## src/rtl/sparsity_flag_scanner_if.sv

```systemverilog
// sparsity_flag_scanner_if: flag-loader write port and block-index consumer port
interface sparsity_flag_scanner_if #(
  parameter int NUM_BLOCK  = 16,
  parameter int ADDR_WIDTH = 3,
  parameter int IDX_WIDTH  = 4
);
  logic                  wr_req;
  logic [NUM_BLOCK-1:0]  wr_data;
  logic                  wr_full;
  logic                  wr_overflow;
  logic [ADDR_WIDTH:0]   fill_cnt;
  logic                  rd_ready;
  logic                  out_valid;
  logic [IDX_WIDTH-1:0]  out_idx;
  logic                  out_last;
  logic                  zero_word;
  modport master (
    output wr_req, wr_data, rd_ready,
    input  wr_full, wr_overflow, fill_cnt, out_valid, out_idx, out_last, zero_word
  );
  modport slave (
    input  wr_req, wr_data, rd_ready,
    output wr_full, wr_overflow, fill_cnt, out_valid, out_idx, out_last, zero_word
  );
endinterface

```

## src/rtl/sparsity_flag_scanner.sv

```systemverilog
// sparsity_flag_scanner: FIFO of block-valid flag words scanned into nonzero block indices.
// Define SPARSITY_STATS_EN to add the saturating zero_cnt statistics output.
module sparsity_flag_scanner #(
  parameter int NUM_BLOCK  = 16,
  parameter int DEPTH      = 8,
  parameter int ADDR_WIDTH = 3,
  parameter int IDX_WIDTH  = 4
) (
  input logic clk,
  input logic rst,
  input logic clk_en,
  input logic flush,
  sparsity_flag_scanner_if.slave b
`ifdef SPARSITY_STATS_EN
  ,
  output logic [31:0] zero_cnt
`endif
);
  typedef enum logic {IDLE, SCAN} state_t;
  state_t state_q, state_d;
  logic [NUM_BLOCK-1:0] mem [DEPTH];
  logic [ADDR_WIDTH-1:0] wr_ptr_q, rd_ptr_q;
  logic [ADDR_WIDTH:0] cnt_q, cnt_d;
  logic [NUM_BLOCK-1:0] mask_q, mask_d, head;
  logic [IDX_WIDTH-1:0] idx;
  logic zero_q, zero_d, ovf_q, full, nonempty, wr_acc, pop, hs, last;
  assign full     = cnt_q == (ADDR_WIDTH+1)'(DEPTH);
  assign nonempty = cnt_q != '0;
  assign wr_acc   = clk_en & b.wr_req & ~full;
  assign head     = mem[rd_ptr_q];
  assign hs       = clk_en & (state_q == SCAN) & b.rd_ready;
  assign last     = (mask_q & (mask_q - NUM_BLOCK'(1))) == '0;
  assign cnt_d    = cnt_q + (ADDR_WIDTH+1)'(wr_acc) - (ADDR_WIDTH+1)'(pop);
  always_comb begin
    idx = '0;
    for (int i = NUM_BLOCK - 1; i >= 0; i--) if (mask_q[i]) idx = IDX_WIDTH'(i);
  end
  // A finished word hands straight over to a nonzero head word so the consumer sees no bubble.
  always_comb begin
    state_d = state_q;
    mask_d  = mask_q;
    zero_d  = 1'b0;
    pop     = 1'b0;
    if (state_q == IDLE) begin
      pop = clk_en & nonempty;
      if (pop) begin
        mask_d  = head;
        state_d = head != '0 ? SCAN : IDLE;
        zero_d  = head == '0;
      end
    end else if (hs) begin
      mask_d = mask_q & (mask_q - NUM_BLOCK'(1));
      if (last) begin
        pop     = nonempty;
        mask_d  = nonempty ? head : '0;
        state_d = (nonempty && head != '0) ? SCAN : IDLE;
        zero_d  = nonempty && head == '0;
      end
    end
  end
  always_ff @(posedge clk) begin
    if (rst || flush) begin
      state_q  <= IDLE;
      mask_q   <= '0;
      cnt_q    <= '0;
      wr_ptr_q <= '0;
      rd_ptr_q <= '0;
      zero_q   <= 1'b0;
      ovf_q    <= 1'b0;
    end else if (clk_en) begin
      state_q <= state_d;
      mask_q  <= mask_d;
      cnt_q   <= cnt_d;
      zero_q  <= zero_d;
      ovf_q   <= b.wr_req & full;
      if (wr_acc) wr_ptr_q <= wr_ptr_q + ADDR_WIDTH'(1);
      if (pop) rd_ptr_q <= rd_ptr_q + ADDR_WIDTH'(1);
    end
  end
  always_ff @(posedge clk) if (wr_acc) mem[wr_ptr_q] <= b.wr_data;
  assign b.out_valid   = state_q == SCAN;
  assign b.out_idx     = idx;
  assign b.out_last    = (state_q == SCAN) & last;
  assign b.fill_cnt    = cnt_q;
  assign b.wr_full     = full;
  assign b.wr_overflow = ovf_q;
  assign b.zero_word   = zero_q;
`ifdef SPARSITY_STATS_EN
  logic [31:0] zc_q;
  logic [IDX_WIDTH:0] zeros;
  logic [32:0] zsum;
  always_comb begin
    zeros = '0;
    for (int i = 0; i < NUM_BLOCK; i++) zeros = zeros + (IDX_WIDTH+1)'(~head[i]);
  end
  assign zsum = {1'b0, zc_q} + 33'(zeros);
  always_ff @(posedge clk) begin
    if (rst || flush) zc_q <= '0;
    else if (pop) zc_q <= zsum[32] ? 32'hFFFF_FFFF : zsum[31:0];
  end
  assign zero_cnt = zc_q;
`endif
endmodule

```

## src/flat_wrapper.sv

```systemverilog
// flat-port wrapper written by rule: the top's interface ports become plain ports
module sparsity_flag_scanner_flat 
#(
  parameter int NUM_BLOCK  = 16,
  parameter int DEPTH      = 8,
  parameter int ADDR_WIDTH = 3,
  parameter int IDX_WIDTH  = 4
)
  (clk, rst, clk_en, flush, b_wr_req, b_wr_data, b_rd_ready, b_wr_full, b_wr_overflow, b_fill_cnt, b_out_valid, b_out_idx, b_out_last, b_zero_word);
  sparsity_flag_scanner_if #(.NUM_BLOCK(NUM_BLOCK), .ADDR_WIDTH(ADDR_WIDTH), .IDX_WIDTH(IDX_WIDTH)) b_i ();
  input logic clk;
  input logic rst;
  input logic clk_en;
  input logic flush;
  input wire logic [$bits(b_i.wr_req)-1:0] b_wr_req;
  input wire logic [$bits(b_i.wr_data)-1:0] b_wr_data;
  input wire logic [$bits(b_i.rd_ready)-1:0] b_rd_ready;
  output wire logic [$bits(b_i.wr_full)-1:0] b_wr_full;
  output wire logic [$bits(b_i.wr_overflow)-1:0] b_wr_overflow;
  output wire logic [$bits(b_i.fill_cnt)-1:0] b_fill_cnt;
  output wire logic [$bits(b_i.out_valid)-1:0] b_out_valid;
  output wire logic [$bits(b_i.out_idx)-1:0] b_out_idx;
  output wire logic [$bits(b_i.out_last)-1:0] b_out_last;
  output wire logic [$bits(b_i.zero_word)-1:0] b_zero_word;
  assign b_i.wr_req = b_wr_req;
  assign b_i.wr_data = b_wr_data;
  assign b_i.rd_ready = b_rd_ready;
  assign b_wr_full = b_i.wr_full;
  assign b_wr_overflow = b_i.wr_overflow;
  assign b_fill_cnt = b_i.fill_cnt;
  assign b_out_valid = b_i.out_valid;
  assign b_out_idx = b_i.out_idx;
  assign b_out_last = b_i.out_last;
  assign b_zero_word = b_i.zero_word;
  sparsity_flag_scanner #(.NUM_BLOCK(NUM_BLOCK), .DEPTH(DEPTH), .ADDR_WIDTH(ADDR_WIDTH), .IDX_WIDTH(IDX_WIDTH)) u_core (.clk(clk), .rst(rst), .clk_en(clk_en), .flush(flush), .b(b_i));
endmodule
```

## config.mk

```make
export PLATFORM = sky130hd
export DESIGN_NAME = sparsity_flag_scanner_flat
export DESIGN_NICKNAME = d
export VERILOG_FILES = /design/src/rtl/sparsity_flag_scanner_if.sv /design/src/rtl/sparsity_flag_scanner.sv /design/src/flat_wrapper.sv
export SDC_FILE = /design/constraint.sdc
export NUM_CORES = 1
export LEC_CHECK = 0
export CAP_MARGIN = 0
export CORE_MARGIN = 2
export CORE_UTILIZATION = 55
export DETAILED_ROUTE_END_ITERATION = 10
export PLACE_DENSITY = 0.74
export REMOVE_ABC_BUFFERS = 1
export SETUP_SLACK_MARGIN = 0.15
export SYNTH_ARGS = -nofsm -noshare
export SYNTH_HDL_FRONTEND = slang
export SYNTH_SLANG_ARGS = --single-unit
```

## constraint.sdc

```tcl
create_clock -name clk -period 3.78 [get_ports clk]
set_clock_uncertainty 0.05 [all_clocks]
set_input_delay 0.567 -clock clk [delete_from_list [all_inputs] [get_ports clk]]
set_output_delay 0.567 -clock clk [all_outputs]
set_load 0.01 [all_outputs]
```

==> results of run 1 <==
[metal layers]
metal	vias to the layer above	wire length (um)	GRT usage, %
met3	24	721	5.588
met4	0	268	9.157
li1	1976	-	-
met2	128	7510	40.12
met5	-	0	0
met1	2118	6392	29.93
[layout make-up]
type	instances	area (sq um)	area share [%]
flip-flops and latches	160	4487	56.38
multi-input cells	279	2151	27.03
inverters	13	48.80	0.6132
clock buffers	19	432.9	5.440
clock inverters	12	118.9	1.494
repair buffers	60	535.5	6.730
well taps	147	183.9	2.311
[synthesized netlist by cell type, drive strengths merged, types with 4 or more instances]
cell type	count
edfxtp	128
a21oi	39
nor2	38
mux2i	35
dfxtp	32
o21ai	20
o22ai	20
clkbuf	19
mux4	16
nand2	16
inv	13
ha	8
buf	7
a211oi	6
nand3	6
nand4	6
nor3	6
nor4	6
nand2b	5
o41ai	4
or3	4
[power groups by stage]
stage                     Clock, mW  Combinational [mW]  Sequential (mW)
after CTS                      1.64               0.265             1.94
after floorplan                   0               0.143             1.98
after detailed placement          0               0.262             1.98
final                          1.61               0.272             1.94
after global routing           1.69               0.295             1.94
after global placement            0               0.261             1.98
[flip-flops by register name (all words and copies together), names as in the netlist, named ones only]
signal	count
u_core.b.fill_cnt	4
u_core.wr_ptr_q	3
u_core.mask_q	16
u_core.mem	128
u_core.b.zero_word	1
u_core.b.out_valid	1
u_core.b.wr_overflow	1
u_core.rd_ptr_q	3
[cell usage in the layout, fill, tap and decap left out, types with 17 or more instances in the layout]
master           count
edfxtp_1           128
clkdlybuf4s50_1     34
mux2i_1             35
nor2_1              38
a21oi_1             39
buf_4               26
o22ai_1             17
dfxtp_1             30
clkbuf_16           17
[repair_timing]
action,CTS,global route
buffers inserted,0,3
pin swaps,0,1
gates cloned,0,0
setup endpoints to repair,1,1
gates resized for setup,1,4
[how the worst min path moves through the flow]
| stage | start | endpoint | slack, ns | depth (start not counted) |
|---|---|---|---|---|
| 6_report | u_core.b.wr_overflow | u_core.b.wr_overflow | 0.44 | 2 |
| 3_5_place_dp | u_core.b.wr_overflow | u_core.b.wr_overflow | 0.44 | 2 |
| 4_1_cts | u_core.b.wr_overflow | u_core.b.wr_overflow | 0.45 | 2 |
| 5_1_grt | u_core.b.wr_overflow | u_core.b.wr_overflow | 0.48 | 2 |
| 3_3_place_gp | u_core.b.wr_overflow | u_core.b.wr_overflow | 0.40 | 2 |
| 2_1_floorplan | u_core.rd_ptr_q[1] | register | 0.41 | 2 |
[worst reg2reg max path: stages (launching register included)]
cell       delay [ns]
dfxtp_1          0.39
or4_4            0.60
o41ai_4          0.37
o2111ai_1        0.16
nand4b_4         0.24
buf_4            0.20
o22ai_2          0.10
ha_1             0.25
inv_1            0.06
ha_1             0.19
fa_1             0.43
mux2i_1          0.14
nor2_1           0.05
[per-stage QoR]
step / std cells / hold slack (ns) / total power [mW] / utilization (%)
2_1_floorplan: 452 / 0.4126 / 2.120 / -
3_3_place_gp: 656 / 0.4044 / 2.236 / 61.24
3_5_place_dp: 656 / 0.4393 / 2.239 / 61.24
4_1_cts: 687 / 0.4473 / 3.840 / 65.86
5_1_grt: 690 / 0.4825 / 3.927 / 66.25
6_report: 690 / 0.4402 / 3.821 / 66.25
[kinds of logic (layout without fill, tap and decap cells)]
kind of cell	after synthesis	in the layout
buffers and inverters	39	104
DFF	160	160
xor gates and xnor gates	4	4
AOI/OAI and AO/OA	113	113
muxes	51	51
and+or+nand+nor	101	101
adders and majority gates	10	10
==> metrics.md, run 1 <==
| Metric | Value |
|---|---|
| Hpwl dp | 9.379 mm |
| Pins Over Slew Limit | 0 |
| Dpl cell area | 0.007356 sq mm |
| Pleak | 2.655 nW |
| Top FF cell, synth | edfxtp_1 |
| Post-Route WL | 14.89 mm |
| Fin crit period | 3.472 ns |
| Final GP Congestion | 0.9138 |
| Critical-path cell list | or4_4, o41ai_4, o2111ai_1, nand4b_4, nor2_1, clkdlybuf4s50_1 |
| Flop-to-flop setup slack | 0.43 ns |
| CTS Buf Count | 17 |
| GR Util All Layers | 23.69% |
| Mean area per synthesized cell | 14.13 sq um |
| DRT antenna net count | 0 |
| Peak supply drop | 0.4223 mV |
| Layout Area Growth over Synthesis | 17.80% |
| Mapped Cells | 478 |
| Crit path max fanout | 9 |
| Yosys top cell by area | edfxtp_1 |
| Initial drt markers | 353 |
| Final Worst Setup Slack | 0.3082 ns |
| Synthesized flop and latch total | 160 |
| Adder-Cell Fraction of Synth Area | 1.926% |
| RSZ-0062 raised after global routing | false |
| CP required | 3.16 ns |
| Worst Hold Class | register to register |
| Start point of the critical path | u_core.mask_q[0] |
| Hold buffer count at CTS | 0 |
| Mux cell area share after synthesis | 10.52% |
| CP Launch Type | register |
| R2r startpoint | u_core.mask_q[0] |
| Post-synthesis simple-gate area fraction | 7.557% |
| Switching pwr | 817.8 uW |
| Final setup fails | 0 |
| Via count | 4246 |
| Finished Cell Area | 0.007958 sq mm |
| Initial Util | 56.24% |
| Fmax | 0.2880 GHz |
| WS Path Type | register to output port |
| Synth area leaders | edfxtp_1 (57%), dfxtp_1 (9.5%), mux4_2 (5.3%), mux2i_1 (5.2%), a21oi_1 (2.9%) |
| Post-place setup slack | 0.3967 ns |
| Netlist cell types | 51 |
| Max-cap violations | 0 |
| Fin crit share | 91.85% |
| First-pass GRT wire length | 22.65 mm |
| CTS max path bufs | 2 |
| DR pass1 iterations | 5 |
| Part of the power in registers | 50.8% |
| # IOs | 35 |
| Combinational share of power | 7.1% |
| DRC violations left | 0 |
| Sequential share of the synthesized area | 66.38% |
| Largest net degree at the start of global routing | 25 |
| CTS Sinks | 160 |
| Worst path depth | 6 |
| Critical Path AT | 2.85 ns |
| Die height | 114.8 um |
| Main combinational cell family by area after synthesis | compound AO/OA/AOI/OAI gates |
| Post-Synthesis Cell Area | 0.006755 sq mm |
| Cell internal pwr | 3.003 mW |
| Area share of the leading cell type in the synthesized netlist | 56.90% |
| DR vias/cell | 6.154 |
| CTS clk-pin slew, worst paths | 0.06 ns |
| Synth Area in Compound Gates | 10.78% |
| NumNets Final | 562 |
| FP Rows | 40 |
| Clock Latency Late Sink | 0.42 ns |
| Post-synth EDFFs | 128 |
| Sw Ratio | 21.40% |
| Final Hold Viols | 0 |
| CP peak stage delay | 0.60 ns |
| WL per Instance | 21.58 um |
| Crit. End Element | output port |
| Input/output buffers | 34 |
| Post-Synth XOR/XNOR Area | 0.5186% |
| Relative slew slack | 46.68% |
| H-tree levels | 4 |
| Die area | 0.01318 sq mm |
| Ys async rst share | 0% |
| Antenna violations before repair | 0 |
| Core ar. | 0.01201 sq mm |
| Slew @ Worst Pin | 0.7969 ns |
| CP max-delay cell | or4_4 |
| Die X | 114.8 um |
| CP top delay family | simple AND/OR/NAND/NOR gates |
| TNS Setup | 0 ns |
| Critical path destination | b_out_last |
| Power density over the cells | 480.2 mW/mm^2 |
| Layout cells sized above 1 | 15.65% |
| Worst R2R Path Depth | 12 |
| CP Buf/Inv Count | 1 |
| Reg2reg end | u_core.b.fill_cnt[1] |
| Clock Power Share | 42.1% |
| Vias in the first global route | 4149 |
| Synthesis warning total | 0 |
| TritonCTS clock tree | built |
| Root Buffer | clkbuf_16 |
| Congestion Overflow GR | 0 |
| N_diodes | 0 |
| Outcome | finished clean |
| FILL cells | 866 |
Power figures use the tool's default switching activity.
==> run 2, diff against run 1 <==
--- a/config.mk
+++ b/config.mk
@@ -6,10 +6,12 @@
 export NUM_CORES = 1
 export LEC_CHECK = 0
 export CAP_MARGIN = 0
+export CELL_PAD_IN_SITES_DETAIL_PLACEMENT = 1
+export CELL_PAD_IN_SITES_GLOBAL_PLACEMENT = 1
 export CORE_MARGIN = 2
-export CORE_UTILIZATION = 55
+export CORE_UTILIZATION = 50
 export DETAILED_ROUTE_END_ITERATION = 10
-export PLACE_DENSITY = 0.74
+export PLACE_DENSITY_LB_ADDON = 0.1
 export REMOVE_ABC_BUFFERS = 1
 export SETUP_SLACK_MARGIN = 0.15
 export SYNTH_ARGS = -nofsm -noshare
==> metrics.md, run 2 (same netlist as run 1, synthesis figures left out) <==
| Metric | Value |
|---|---|
| Max-cap violations | 0 (unchanged) |
| Power density over the cells | 489.2 mW/mm^2 (+1.9%) |
| TritonCTS clock tree | built |
| Crit path max fanout | 8 (-1) |
| Finished Cell Area | 0.008063 sq mm (+1.3%) |
| Critical Path AT | 2.83 ns (-0.02 ns) |
| CP Launch Type | register |
| CP required | 3.16 ns (about the same) |
| Post-Route WL | 16.41 mm (+10%) |
| CTS max path bufs | 2 (unchanged) |
| Min-Delay Endpoint | u_core.b.wr_overflow |
| CTS Sinks | 160 (unchanged) |
| Biggest register | u_core.mem |
| Leading cell type in the layout, fill and taps excluded | edfxtp_1 |
| Relative slew slack | 44.48% (-2.2 points) |
| Crit. End Element | output port |
| Layout Area Growth over Synthesis | 19.36% |
| Worst R2R Path Depth | 13 (+1) |
| Worst hold start | u_core.b.wr_overflow |
| Die area | 0.01446 sq mm (+9.6%) |
| Flop-to-flop setup slack | 0.46 ns (+0.03 ns) |
| Input/output buffers | 34 (unchanged) |
| Post-Layout Cell Count | 720 (+4.3%) |
| Die height | 120.2 um (+4.7%) |
| Initial Util | 51.01% (-5.2 points) |
| Core ar. | 0.01324 sq mm (+10%) |
| Antenna violations before repair | 0 (unchanged) |
| Die X | 120.2 um (+4.7%) |
| Fin crit share | 91.22% (-0.62 points) |
| WL per Instance | 22.79 um (+5.6%) |
| Largest register FFs | 128 (unchanged) |
| # IOs | 35 (unchanged) |
| Reg2reg end | u_core.b.fill_cnt[3] |
| DR pass1 iterations | 4 (-1) |
| Peak supply drop | 0.4204 mV (-0.44%) |
| DRT antenna net count | 0 (unchanged) |
| FP Rows | 42 (+5.0%) |
| DR vias/cell | 6.010 (-2.3%) |
| Initial drt markers | 238 (-33%) |
| Post-Place Cells | 684 (+4.3%) |
| Fmax | 0.2900 GHz (+0.68%) |
| R2r startpoint | u_core.mask_q[1] |
| Final GP Congestion | 0.8591 (-6.0%) |
| Congestion Overflow GR | 0 (unchanged) |
| N_diodes | 0 (unchanged) |
| TNS Setup | 0 ns (unchanged) |
| Dpl cell area | 0.007397 sq mm (+0.56%) |
| Min-Delay Path Depth | 2 (unchanged) |
| Worst Hold Class | register to register |
| CTS clk-pin slew, worst paths | 0.06 ns (about the same) |
| RSZ-0062 raised after global routing | false |
| Final setup fails | 0 (unchanged) |
| First-pass GRT wire length | 25.77 mm (+14%) |
| Hpwl dp | 10.47 mm (+12%) |
| Most frequent cells in the layout | edfxtp_1 (128), a21oi_1 (39), nor2_1 (38) |
| Pins Over Slew Limit | 0 (unchanged) |
| WS Path Type | register to output port |
| Pleak | 2.690 nW (+1.3%) |
| Hold buffer count at CTS | 0 (unchanged) |
| GR Util All Layers | 24.19% (+0.50 points) |
| Fin crit period | 3.448 ns (-0.02354 ns) |
| CTS Buf Count | 17 (unchanged) |
| NumNets Final | 563 (+0.18%) |
| DRC violations left | 0 (unchanged) |
| Slew @ Worst Pin | 0.8297 ns (+0.03287 ns) |
| H-tree levels | 4 (unchanged) |
| Vias in the first global route | 4605 (+11%) |
| Root Buffer | clkbuf_16 |
| Via count | 4327 (+1.9%) |
| Layout cells sized above 1 | 16.73% (+1.1 points) |
| Largest net degree at the start of global routing | 29 (+16%) |
| Final Hold Viols | 0 (unchanged) |
| Clock Latency Late Sink | 0.42 ns (about the same) |
| Outcome | finished clean |
run 2: cell count changes in the layout (fill, tap and decap cells not counted), sizes merged:
cell / change
buf: +1
inv: +1
clkinv: -1
bufinv: +1
clkbuf: -1
run 2: per-layer routing:
metal  part of all wire, %  track usage (%)
met1                    42            30.44
met5                     0                0
met2                    51            41.87
met3                   4.5            5.000
met4                   1.9            8.358
run 2: how the worst max path moves through the flow:
stage / from / endpoint / slack, ns
global placement: u_core.mask_q[0] / u_core.b.fill_cnt[3] / 0.46
detailed placement: u_core.mask_q[0] / u_core.b.fill_cnt[3] / 0.36
finish: u_core.mask_q[1] / b_out_last / 0.33
global route: u_core.mask_q[8] / b_out_last / 0.15
CTS: u_core.mask_q[0] / b_out_last / 0.16
floorplan: register / u_core.b.zero_word / 0.30
run 2: where the power goes:
| part | leakage (nW) | total, mW | internal [mW] | switching (mW) |
|---|---|---|---|---|
| Sequential | 1.42 | 1.94 | 1.92 | 0.0181 |
| Clock | 0.284 | 1.72 | 1.04 | 0.685 |
| Combinational | 0.990 | 0.286 | 0.128 | 0.158 |
run 2: what timing repair did:
| action | 4_1_cts | 5_1_grt |
|---|---|---|
| resized for setup | 1 | 6 |
| pin swaps | 0 | 1 |
| setup buffers | 0 | 5 |
| setup endpoints to repair | 1 | 2 |
run 2: layout make-up:
cell class / instances / area, sq um
timing repair buffer: 61 / 555.5
clock buffer: 18 / 429.2
clock inverter: 13 / 162.7
multi-input combinational: 279 / 2158
fill: 1273 / 5180
inverter: 13 / 48.80
sequential: 160 / 4488
tap: 176 / 220.2
run 2: through the flow:
stage	utilization [%]	hold WS [ns]	setup WS, ns	power [mW]
5_1_grt	60.88	0.4569	0.1507	4.059
6_report	60.88	0.4205	0.3317	3.945
2_1_floorplan	-	0.4126	0.3041	2.120
4_1_cts	60.36	0.4250	0.1626	3.958
3_5_place_dp	55.86	0.4145	0.3563	2.248
3_3_place_gp	55.86	0.4040	0.4597	2.240
run 2: worst max-delay path, cell delays in order, from the launching register on:
cell             delay (ns)
dfxtp_1                0.36
or4_4                  0.61
o41ai_4                0.37
o2111ai_1              0.16
nand4b_4               0.26
nor2_1                 0.13
clkdlybuf4s50_1        0.54
